==> src/rtl/dmem_request_ctrl.sv <==
// Memory-stage data-cache initiator: issues the EX/MEM load/store, holds it until dhit_in,
// captures read data and blocks re-issue of a finished access until the pipeline advances.
module dmem_request_ctrl #(
    parameter int WAIT_LIMIT = 1024,
    parameter int CNT_W      = 32
) (
    input  logic             CLK,
    input  logic             nRST,
    input  logic             ihit,
    input  logic             flush,
    input  logic             memren,
    input  logic             memwen,
    input  logic [31:0]      memaddr,
    input  logic [31:0]      memstore,
    input  logic             dhit_in,
    input  logic [31:0]      dmemload_in,
    output logic             dmemREN,
    output logic             dmemWEN,
    output logic [31:0]      dmemaddr,
    output logic [31:0]      dmemstore,
    output logic             dhit,
    output logic [31:0]      load,
    output logic             mem_stall,
    output logic [CNT_W-1:0] stall_cnt,
    output logic             wd_err,
    output logic [1:0]       fsm_state
);

    localparam int WC_W = $clog2(WAIT_LIMIT + 1);

    typedef enum logic [1:0] {
        S_IDLE = 2'd0,
        S_WAIT = 2'd1,
        S_DONE = 2'd2
    } state_t;

    state_t          state, next_state;
    logic            req_raw;
    logic            req;
    logic [WC_W-1:0] wait_cnt;

    // Handshake: a request is offered (REN/WEN) every cycle req is high and is
    // accepted on the cycle dhit_in is also high; the request is held stable until then.
    always_ff @(posedge CLK or negedge nRST) begin
        if (!nRST) state <= S_IDLE;
        else       state <= next_state;
    end

    always_comb begin
        req_raw    = 1'b0;
        next_state = state;
        case (state)
            S_IDLE: begin
                if (!flush) begin
                    req_raw = memren | memwen;
                    if (req_raw && dhit_in) next_state = ihit ? S_IDLE : S_DONE;
                    else if (req_raw)       next_state = S_WAIT;
                end
            end
            S_WAIT: begin
                // An issued access always completes; flush is ignored here.
                req_raw = memren | memwen;
                if (req_raw && dhit_in) next_state = ihit ? S_IDLE : S_DONE;
            end
            S_DONE: begin
                if (ihit || flush) next_state = S_IDLE;
            end
            default: next_state = S_IDLE;
        endcase
    end

    // Gating with nRST drops the dcache request asynchronously during reset.
    assign req       = nRST & req_raw;
    assign dmemWEN   = req & memwen;
    assign dmemREN   = req & memren & ~memwen;
    assign dmemaddr  = memaddr;
    assign dmemstore = memstore;
    assign mem_stall = req & ~dhit_in;
    assign fsm_state = state;

    always_ff @(posedge CLK or negedge nRST) begin
        if (!nRST) begin
            dhit <= 1'b0;
            load <= 32'd0;
        end else begin
            dhit <= req & dhit_in;
            if (dmemREN && dhit_in) load <= dmemload_in;
        end
    end

    always_ff @(posedge CLK or negedge nRST) begin
        if (!nRST) begin
            stall_cnt <= '0;
        end else if (mem_stall && (stall_cnt != {CNT_W{1'b1}})) begin
            stall_cnt <= stall_cnt + CNT_W'(1);
        end
    end

    always_ff @(posedge CLK or negedge nRST) begin
        if (!nRST) begin
            wait_cnt <= '0;
            wd_err   <= 1'b0;
        end else begin
            if (state == S_WAIT && next_state == S_WAIT) begin
                if (wait_cnt != WC_W'(WAIT_LIMIT)) wait_cnt <= wait_cnt + WC_W'(1);
            end else begin
                wait_cnt <= '0;
            end
            if (wait_cnt == WC_W'(WAIT_LIMIT)) wd_err <= 1'b1;
        end
    end

endmodule

==> config.mk <==
export PLATFORM = sky130hd
export DESIGN_NAME = dmem_request_ctrl
export DESIGN_NICKNAME = d
export VERILOG_FILES = /design/src/rtl/dmem_request_ctrl.sv
export SDC_FILE = /design/constraint.sdc
export NUM_CORES = 1
export LEC_CHECK = 0
export CORE_UTILIZATION = 38
export DETAILED_ROUTE_END_ITERATION = 10
export PLACE_DENSITY = 0.89
export REMOVE_ABC_BUFFERS = 1
export SLEW_MARGIN = 20
export SYNTH_ARGS = -nofsm -noshare
export SYNTH_HDL_FRONTEND = slang
export SYNTH_SLANG_ARGS = --single-unit
==> constraint.sdc <==
create_clock -name CLK -period 2.94 [get_ports CLK]
set_clock_uncertainty 0.15 [all_clocks]
set_input_delay 0.882 -clock CLK [delete_from_list [all_inputs] [get_ports CLK]]
set_output_delay 0.882 -clock CLK [all_outputs]
set_load 0.005 [all_outputs]
**Word-level counts from Yosys, hierarchy flattened**

Index checks and enable logic that the tools add are counted.
W data, S select, Z words.

- Bits in registers: 79
- Input port bits: 103
- Output and inout port bits: 135
- Word-level logic and storage cells: 41

- Add/sub/neg operators: 2
- Equal/unequal tests: 7
- Muxes and demuxes: 11
- Bitwise gates (word level): 9
- Reductions and logical operators: 6

Operators with widths:

| operator | number |
|---|---|
| $add A32 B1 Y32 const B | 1 |
| $ne A32 B32 Y1 const B | 1 |
| $mux W11 | 2 |
| $mux W2 | 6 |
| $add A11 B1 Y11 const B | 1 |
| $eq A11 B11 Y1 const B | 1 |
| $ne A11 B11 Y1 const B | 1 |
| $and A1 B1 Y1 | 6 |
| $pmux W2 S3 | 1 |
| $eq A2 B1 Y1 const B | 2 |
| $logic_and A1 B1 Y1 | 4 |
| $eq A2 B2 Y1 const B | 1 |
| $logic_not A2 Y1 | 1 |
| $ne A2 B1 Y1 const B | 1 |
| $not A1 Y1 | 2 |
| $pmux W1 S2 | 1 |
| $logic_or A1 B1 Y1 | 1 |
| $mux W1 | 1 |
| $or A1 B1 Y1 | 1 |

**Depth between registers and ports, before layout**

Gate-level depths: netlist of run 1.

- Word-level depth: 8
- Mapped depth: 7

**Worst setup path before layout of run 1**

No wires, ideal clock.

- Path type: input-to-output
- Start point: input flush
- End point: output mem_stall
- Arrival: 1681 ps
- Data required time: 1908 ps
- Path slack: 227 ps
- Stages on the path: 4
- Cells stage by stage: nor2b_1 or4_1 buf_2 inv_1

- Cells in the longest elaborated chain, start to end: 4

RTL lines:

| element | RTL line | RTL |
|---|---|---|
| start, declared | 10 | `input logic flush,` |
| $mux W1 | 54 | `if (!flush) begin` |
| $pmux W1 S2 | 52 | `case (state)` |
| $and A1 B1 Y1 | 73 | `assign req = nRST & req_raw;` |
| $and A1 B1 Y1 | 78 | `assign mem_stall = req & ~dhit_in;` |
| end, declared | 23 | `output logic mem_stall,` |

Every way passes these cells.

**Final worst setup path of run 1**

- Start point: input memwen
- End point: output mem_stall

- Cells in the longest elaborated chain, start to end: 5

RTL lines:

| element | RTL line | RTL |
|---|---|---|
| start, declared | 12 | `input logic memwen,` |
| $or A1 B1 Y1 (*) | 55, 62 |  |
| $mux W1 | 54 |  |
| $pmux W1 S2 (*) | 52 |  |
| $and A1 B1 Y1 (*) | 73 |  |
| $and A1 B1 Y1 (*) | 78 |  |

Every way passes the cells marked *; elsewhere a longest branch is shown, timed or not.

==> results of run 1 <==
==> power by group through the flow <==
stage	combinational, mW	sequential, mW	clock [mW]
finish	0.660	1.37	0.824
global route	0.711	1.39	0.894
CTS	0.669	1.37	0.851
detailed placement	0.664	1.39	0
global placement	0.647	1.38	0
floorplan	0.182	1.39	0
==> metal layers <==
layer | GRT usage [%] | vias up | part of all wire, %
met3 | 21.0 | 16 | 18
met5 | 12.9 | - | 1.2
met4 | 3.98 | 6 | 0.87
li1 | - | 1249 | -
met1 | 29.3 | 1380 | 40
met2 | 33.6 | 233 | 40
==> kinds of logic (layout without fill, tap and decap cells) <==
group	Yosys count	after routing	share of synthesized area, %
xor+xnor	40	40	8.88
flops	79	79	50.1
mux	34	34	9.70
fa+ha+maj	3	3	0.951
buf+inv	77	147	13.5
compound gates	8	8	1.71
simple gates	111	111	15.2
==> sequential cells by signal, summed over array words and instances (netlist names) <==
register and cells:
dhit 1, load 32, wait_cnt 11, fsm_state 2, wd_err 1, stall_cnt 32
==> Yosys cell counts (all sizes together), types with 3 or more instances <==
library cell | n | share of area [%]
inv | 7 | 0.67
xor2 | 17 | 3.8
or3 | 3 | 0.48
buf | 69 | 13
xnor2 | 23 | 5.1
ha | 3 | 0.95
nand4 | 11 | 2.1
nor2 | 28 | 2.7
dfrtp | 79 | 50
nand3 | 23 | 2.9
mux2 | 34 | 9.7
nor3 | 9 | 1.5
nand2 | 19 | 1.8
and3 | 3 | 0.48
nor4 | 3 | 1.0
==> worst max-delay path: cells and delay by family <==
family	cells	cell delay (ns)
AND/OR/NAND/NOR	2	0.59
buffers and inverters	3	0.40
==> final cells by class <==
class                      instances  area, sq um  area share, %
multi-input combinational        196         1460           29.1
tap                              133          166           3.30
clock buffer                       9          124           2.46
sequential                        79         1980           39.2
timing repair buffer             124         1200           23.8
clock inverter                     7         80.1           1.59
inverter                           7         26.3          0.521
==> stage by stage <==
stage	TNS (ns)	area, sq um	power [mW]	setup slack [ns]
finish	0	5040	2.85	0.0436
global route	0	5040	3.00	0.00643
CTS	0	5030	2.89	0.0586
detailed placement	-12.26	4800	2.06	-0.698
global placement	-6.12	4800	2.03	-0.609
floorplan	-0.626	3440	1.57	-0.0196
==> final timing paths <==
check | endpoint | slack [ns] | depth (start not counted)
min in group asynchronous | load[28]$_DFFE_PN0P_ | 0.50 | 2
max in group asynchronous | load[7]$_DFFE_PN0P_ | 1.63 | 2
worst max register to register | stall_cnt[28]$_DFFE_PN0P_ | 0.47 | 7
worst max-delay path | mem_stall | 0.04 | 5
worst min-delay path | wd_err$_DFFE_PN0N_ | 0.33 | 1
worst min register to register | wd_err$_DFFE_PN0N_ | 0.33 | 1
==> repair_timing <==
item	in CTS	in global routing
gates resized for setup	24	1
cloned	0	0
hold buffers	0	0
setup buffers	2	0
pin swaps	2	1
setup endpoints to repair	3	1
==> flow_summary_export.csv, run 1 <==
group,metric,value,unit
cts,cts_buffers,9,
power,combPwrFrac,23.1,%
synth,avgSynthCellArea,11.2,sq um
finish,fillers,875,
timing,final.period_utilization,98.5,%
critical_path,crit_path_start_kind,"primary input",
global_routing,antenna_found_initial,0,
finish,drive_above_1_share,19.9,%
synth,syn_inst,352,
floorplanning,placementRows,36,
critical_path,crit_path_end_kind,"output pin",
timing,maxSlewHeadroom,48.2,%
power,p_per_area,566,nW/um^2
timing,hold_viol_final,0,
placement,hpwl,10100,um
drt,post_drt_wl_per_cell,23.7,um
floorplanning,start_util,39.8,%
timing,rsz0062_at_grt,"false",
synth,yosys_register_bits,79,
drt,avgViaCountPerCell,5.20,
floorplanning,die_w,104,um
drt,drtPass1Iterations,4,
critical_path,slowest_delay,0.53,ns
synth,yosysWarnings,0,
cts,cts.htree.levels,3,
worst_hold_path,hold_path.class,"flip-flop to flip-flop",
finish,final_util,50.8,%
synth,synth-edff-count,0,
power,p_int,2.11,mW
critical_path,required,1.91,ns
global_routing,grt_start_max_net_pins,80,
drt,dr_total_vias,2884,
run_status,status,"finished clean",
floorplanning,core_area,9910,sq um
drt,routed_wl,13200,um
timing,setup_viol,0,
finish,area_growth,27.7,%
critical_path,critPathMaxFanout,3,
cts,cts_root_buffer,"clkbuf_8",
flow_run,drv_cap,0,
finish,final_common_cell,"clkdlybuf4s50_1",
power,p_sw,0.746,mW
timing,hold_slack,0.327,ns
drt,drt_iter0_markers,129,
timing,fmax,0.345,GHz
power,power_frac_seq,48.0,%
drt,drc,0,
finish,final_cell_mix,"clkdlybuf4s50_1, dfrtp_1, mux2_2",
synth,synthFlopType,"dfrtp_1",
critical_path,reg2reg_from,"fsm_state[1]$_DFF_PN0_",
synth,async_reset_ff_share,100,%
finish,instances_no_fill,555,
power,power.leakage,2.12,nW
finish,diodes,0,
critical_path,crit_slowest_cell,"or4_4",
critical_path,path_cells,"clkdlybuf4s15_2 -> nor2_2 -> or4_4 -> inv_2 -> buf_2",
cts,path_clk_slew,0.08,ns
synth,yosysSeqAreaShare,50.1,%
floorplanning,ios,238,
placement,place_inst,537,
timing,fin_crit,2.90,ns
worst_hold_path,hp-start,"wd_err$_DFFE_PN0N_",
synth,netlist_area,3950,sq um
timing,slew_viol_final,0,
global_routing,grt_first_pass_wirelength,19500,um
drt,ant_nets,0,
cts,worstSkewPairLatency,0.34,ns
cts,cts_buffer_depth,2,
global_routing,grt_pass1_vias,2917,
critical_path,arrival,1.86,ns
power,p_clk_share,28.9,%
timing,worstMarginPinSlew,0.770,ns
synth,yosysUniqueCellTypes,37,
global_routing,overflow,0,
critical_path,path_class,"primary input to output pin",
placement,portBuffers,109,
floorplanning,fp.dieH,104,um
floorplanning,die-area,10800,sq um
cts,cts_tree,"yes",
power,p_sw_share,26.1,%
placement,routabilityCongestion,0.885,
critical_path,crit_start,"memwen",
global_routing,grt_use_total,24.9,%
finish,nNetsFinal,523,
cts,cts_num_sinks,79,
power,vdd_ir_drop_max,304,uV
No activity file was read; power rests on OpenSTA's default activity.
==> inputs of run 2 (changes only) <==
--- a/config.mk
+++ b/config.mk
@@ -9,7 +9,8 @@
 export DETAILED_ROUTE_END_ITERATION = 10
 export PLACE_DENSITY = 0.89
 export REMOVE_ABC_BUFFERS = 1
-export SLEW_MARGIN = 20
+export SETUP_SLACK_MARGIN = 0.3
+export SLEW_MARGIN = 25
 export SYNTH_ARGS = -nofsm -noshare
 export SYNTH_HDL_FRONTEND = slang
 export SYNTH_SLANG_ARGS = --single-unit
==> run 2 against run 1 <==
Compared with the run above:
- sequential power about the same
- hold slack about the same
- register-to-register slack improved by 0.08 ns
- combinational power increased by 2%
- fmax increased by 5.8%
- flip-flop and latch count unchanged
- count of clock-buffer cells in the layout unchanged
- sequential share of layout area decreased by 0.46 points
- total power increased by 0.51%
- global-route usage about the same
- clock power about the same
==> flow_summary_export.csv, run 2 (synthesis results as in run 1) <==
group,metric,value,unit
run_status,status,"finished clean",
placement,routabilityCongestion,0.885,
power,p_per_area,562,nW/um^2
power,power,2.87,mW
global_routing,grt_use_total,24.9,%
timing,maxSlewHeadroom,51.5,%
cts,ctsHoldBuffers,0,
global_routing,grt_first_pass_wirelength,19500,um
placement,portBuffers,109,
drt,dr_total_vias,2903,
critical_path,path_class,"primary input to output pin",
cts,path_clk_slew,0.08,ns
placement,hpwl,10100,um
floorplanning,fp.dieH,104,um
cts,worstSkewPairLatency,0.34,ns
power,vdd_ir_drop_max,305,uV
cts,cts_buffers,9,
critical_path,slowest_delay,0.25,ns
finish,area_growth,29.2,%
critical_path,required,1.91,ns
drt,drc,0,
placement,place_ws,-0.698,ns
drt,ant_nets,0,
cts,cts_buffer_depth,2,
floorplanning,start_util,39.8,%
finish,final_cell_mix,"clkdlybuf4s50_1, dfrtp_1, mux2_2",
timing,worstMarginPinSlew,0.721,ns
cts,cts_num_sinks,79,
finish,final_common_cell,"clkdlybuf4s50_1",
floorplanning,core_area,9910,sq um
drt,avgViaCountPerCell,5.19,
global_routing,grt_pass1_vias,2914,
finish,nNetsFinal,527,
timing,rsz0062_at_grt,"true",
critical_path,cp_num_buf_inv,3,
timing,hold_viol_final,0,
critical_path,crit_path_start_kind,"primary input",
critical_path,arrival,1.70,ns
finish,largest_registers,"load x32, stall_cnt x32, wait_cnt x11",
floorplanning,die-area,10800,sq um
critical_path,path_cells,"buf_6 -> nor2b_4 -> or2_4 -> buf_4 -> nor2_1 -> buf_2",
timing,fin_crit,2.74,ns
timing,slew_viol_final,0,
power,power.leakage,2.16,nW
cts,cts_root_buffer,"clkbuf_8",
global_routing,grt_start_max_net_pins,80,
critical_path,crit_family,"simple AND/OR/NAND/NOR gates",
floorplanning,ios,238,
timing,setup_viol,0,
drt,post_drt_wl_per_cell,23.8,um
global_routing,overflow,0,
critical_path,crit_slowest_cell,"or2_4",
drt,drtPass1Iterations,4,
cts,cts.htree.levels,3,
timing,fmax,0.365,GHz
worst_hold_path,hold_path.class,"flip-flop to flip-flop",
drt,drt_iter0_markers,108,
global_routing,antenna_found_initial,0,
timing,final.period_utilization,93.1,%
floorplanning,placementRows,36,
cts,cts_tree,"yes",
timing,setup_ws,0.204,ns
drt,routed_wl,13300,um
critical_path,critPathMaxFanout,3,
floorplanning,die_w,104,um
finish,diodes,0,
finish,drive_above_1_share,21.6,%
flow_run,drv_cap,0,
critical_path,crit_path_end_kind,"output pin",
-- run 2: power breakdown --
| part | leakage [nW] | internal, mW | switching, mW |
|---|---|---|---|
| combinational | 1.03 | 0.464 | 0.208 |
| sequential | 1.03 | 1.25 | 0.120 |
| clock | 0.0968 | 0.403 | 0.423 |
-- run 2: final cells by class --
cell class / instances / area [sq um]
clock buffer: 9 / 124
clock inverter: 7 / 80.1
fill: 861 / 4810
inverter: 7 / 26.3
multi-input combinational: 196 / 1480
sequential: 79 / 1980
tap: 133 / 166
timing repair buffer: 128 / 1250
-- run 2: what timing repair did --
action,in CTS,in global routing
setup buffers,2,4
gates resized for setup,41,3
endpoints found under the setup margin,66,3
pin swaps,3,1
-- run 2: stage by stage --
step	util [%]	cells	hold slack, ns	setup TNS (ns)	instance area (sq um)
after global routing	51.5	559	0.336	0	5100
final	51.5	559	0.327	0	5100
after CTS	51.0	555	0.329	0	5050
after detailed placement	48.5	537	0.309	-12.26	4800
after floorplan	-	282	0.309	-0.626	3440
after global placement	48.5	537	0.302	-6.12	4800
-- run 2: per-layer routing --
layer,routed length [um],global-route usage (%)
met5,163,12.9
met1,5280,29.3
met3,2330,21.0
met4,137,3.98
met2,5400,33.6
-- run 2: worst paths after layout --
check,slack [ns],startpoint,to,cells after the start
max,0.20,flush,dmemWEN,6
min,0.33,wd_err$_DFFE_PN0N_,wd_err$_DFFE_PN0N_,1
max reg2reg,0.55,fsm_state[1]$_DFF_PN0_,stall_cnt[31]$_DFFE_PN0P_,8
min reg2reg,0.33,wd_err$_DFFE_PN0N_,wd_err$_DFFE_PN0N_,1
max in group asynchronous,1.64,nRST,load[7]$_DFFE_PN0P_,2
min in group asynchronous,0.50,nRST,load[1]$_DFFE_PN0P_,2
==> inputs of run 3 (changes only) <==
--- a/config.mk
+++ b/config.mk
@@ -5,6 +5,7 @@
 export SDC_FILE = /design/constraint.sdc
 export NUM_CORES = 1
 export LEC_CHECK = 0
+export CAP_MARGIN = 10
 export CORE_UTILIZATION = 38
 export DETAILED_ROUTE_END_ITERATION = 10
 export PLACE_DENSITY = 0.89
==> results of run 3 <==
The final DEF is identical to that of run 2; final timing and power are the same.
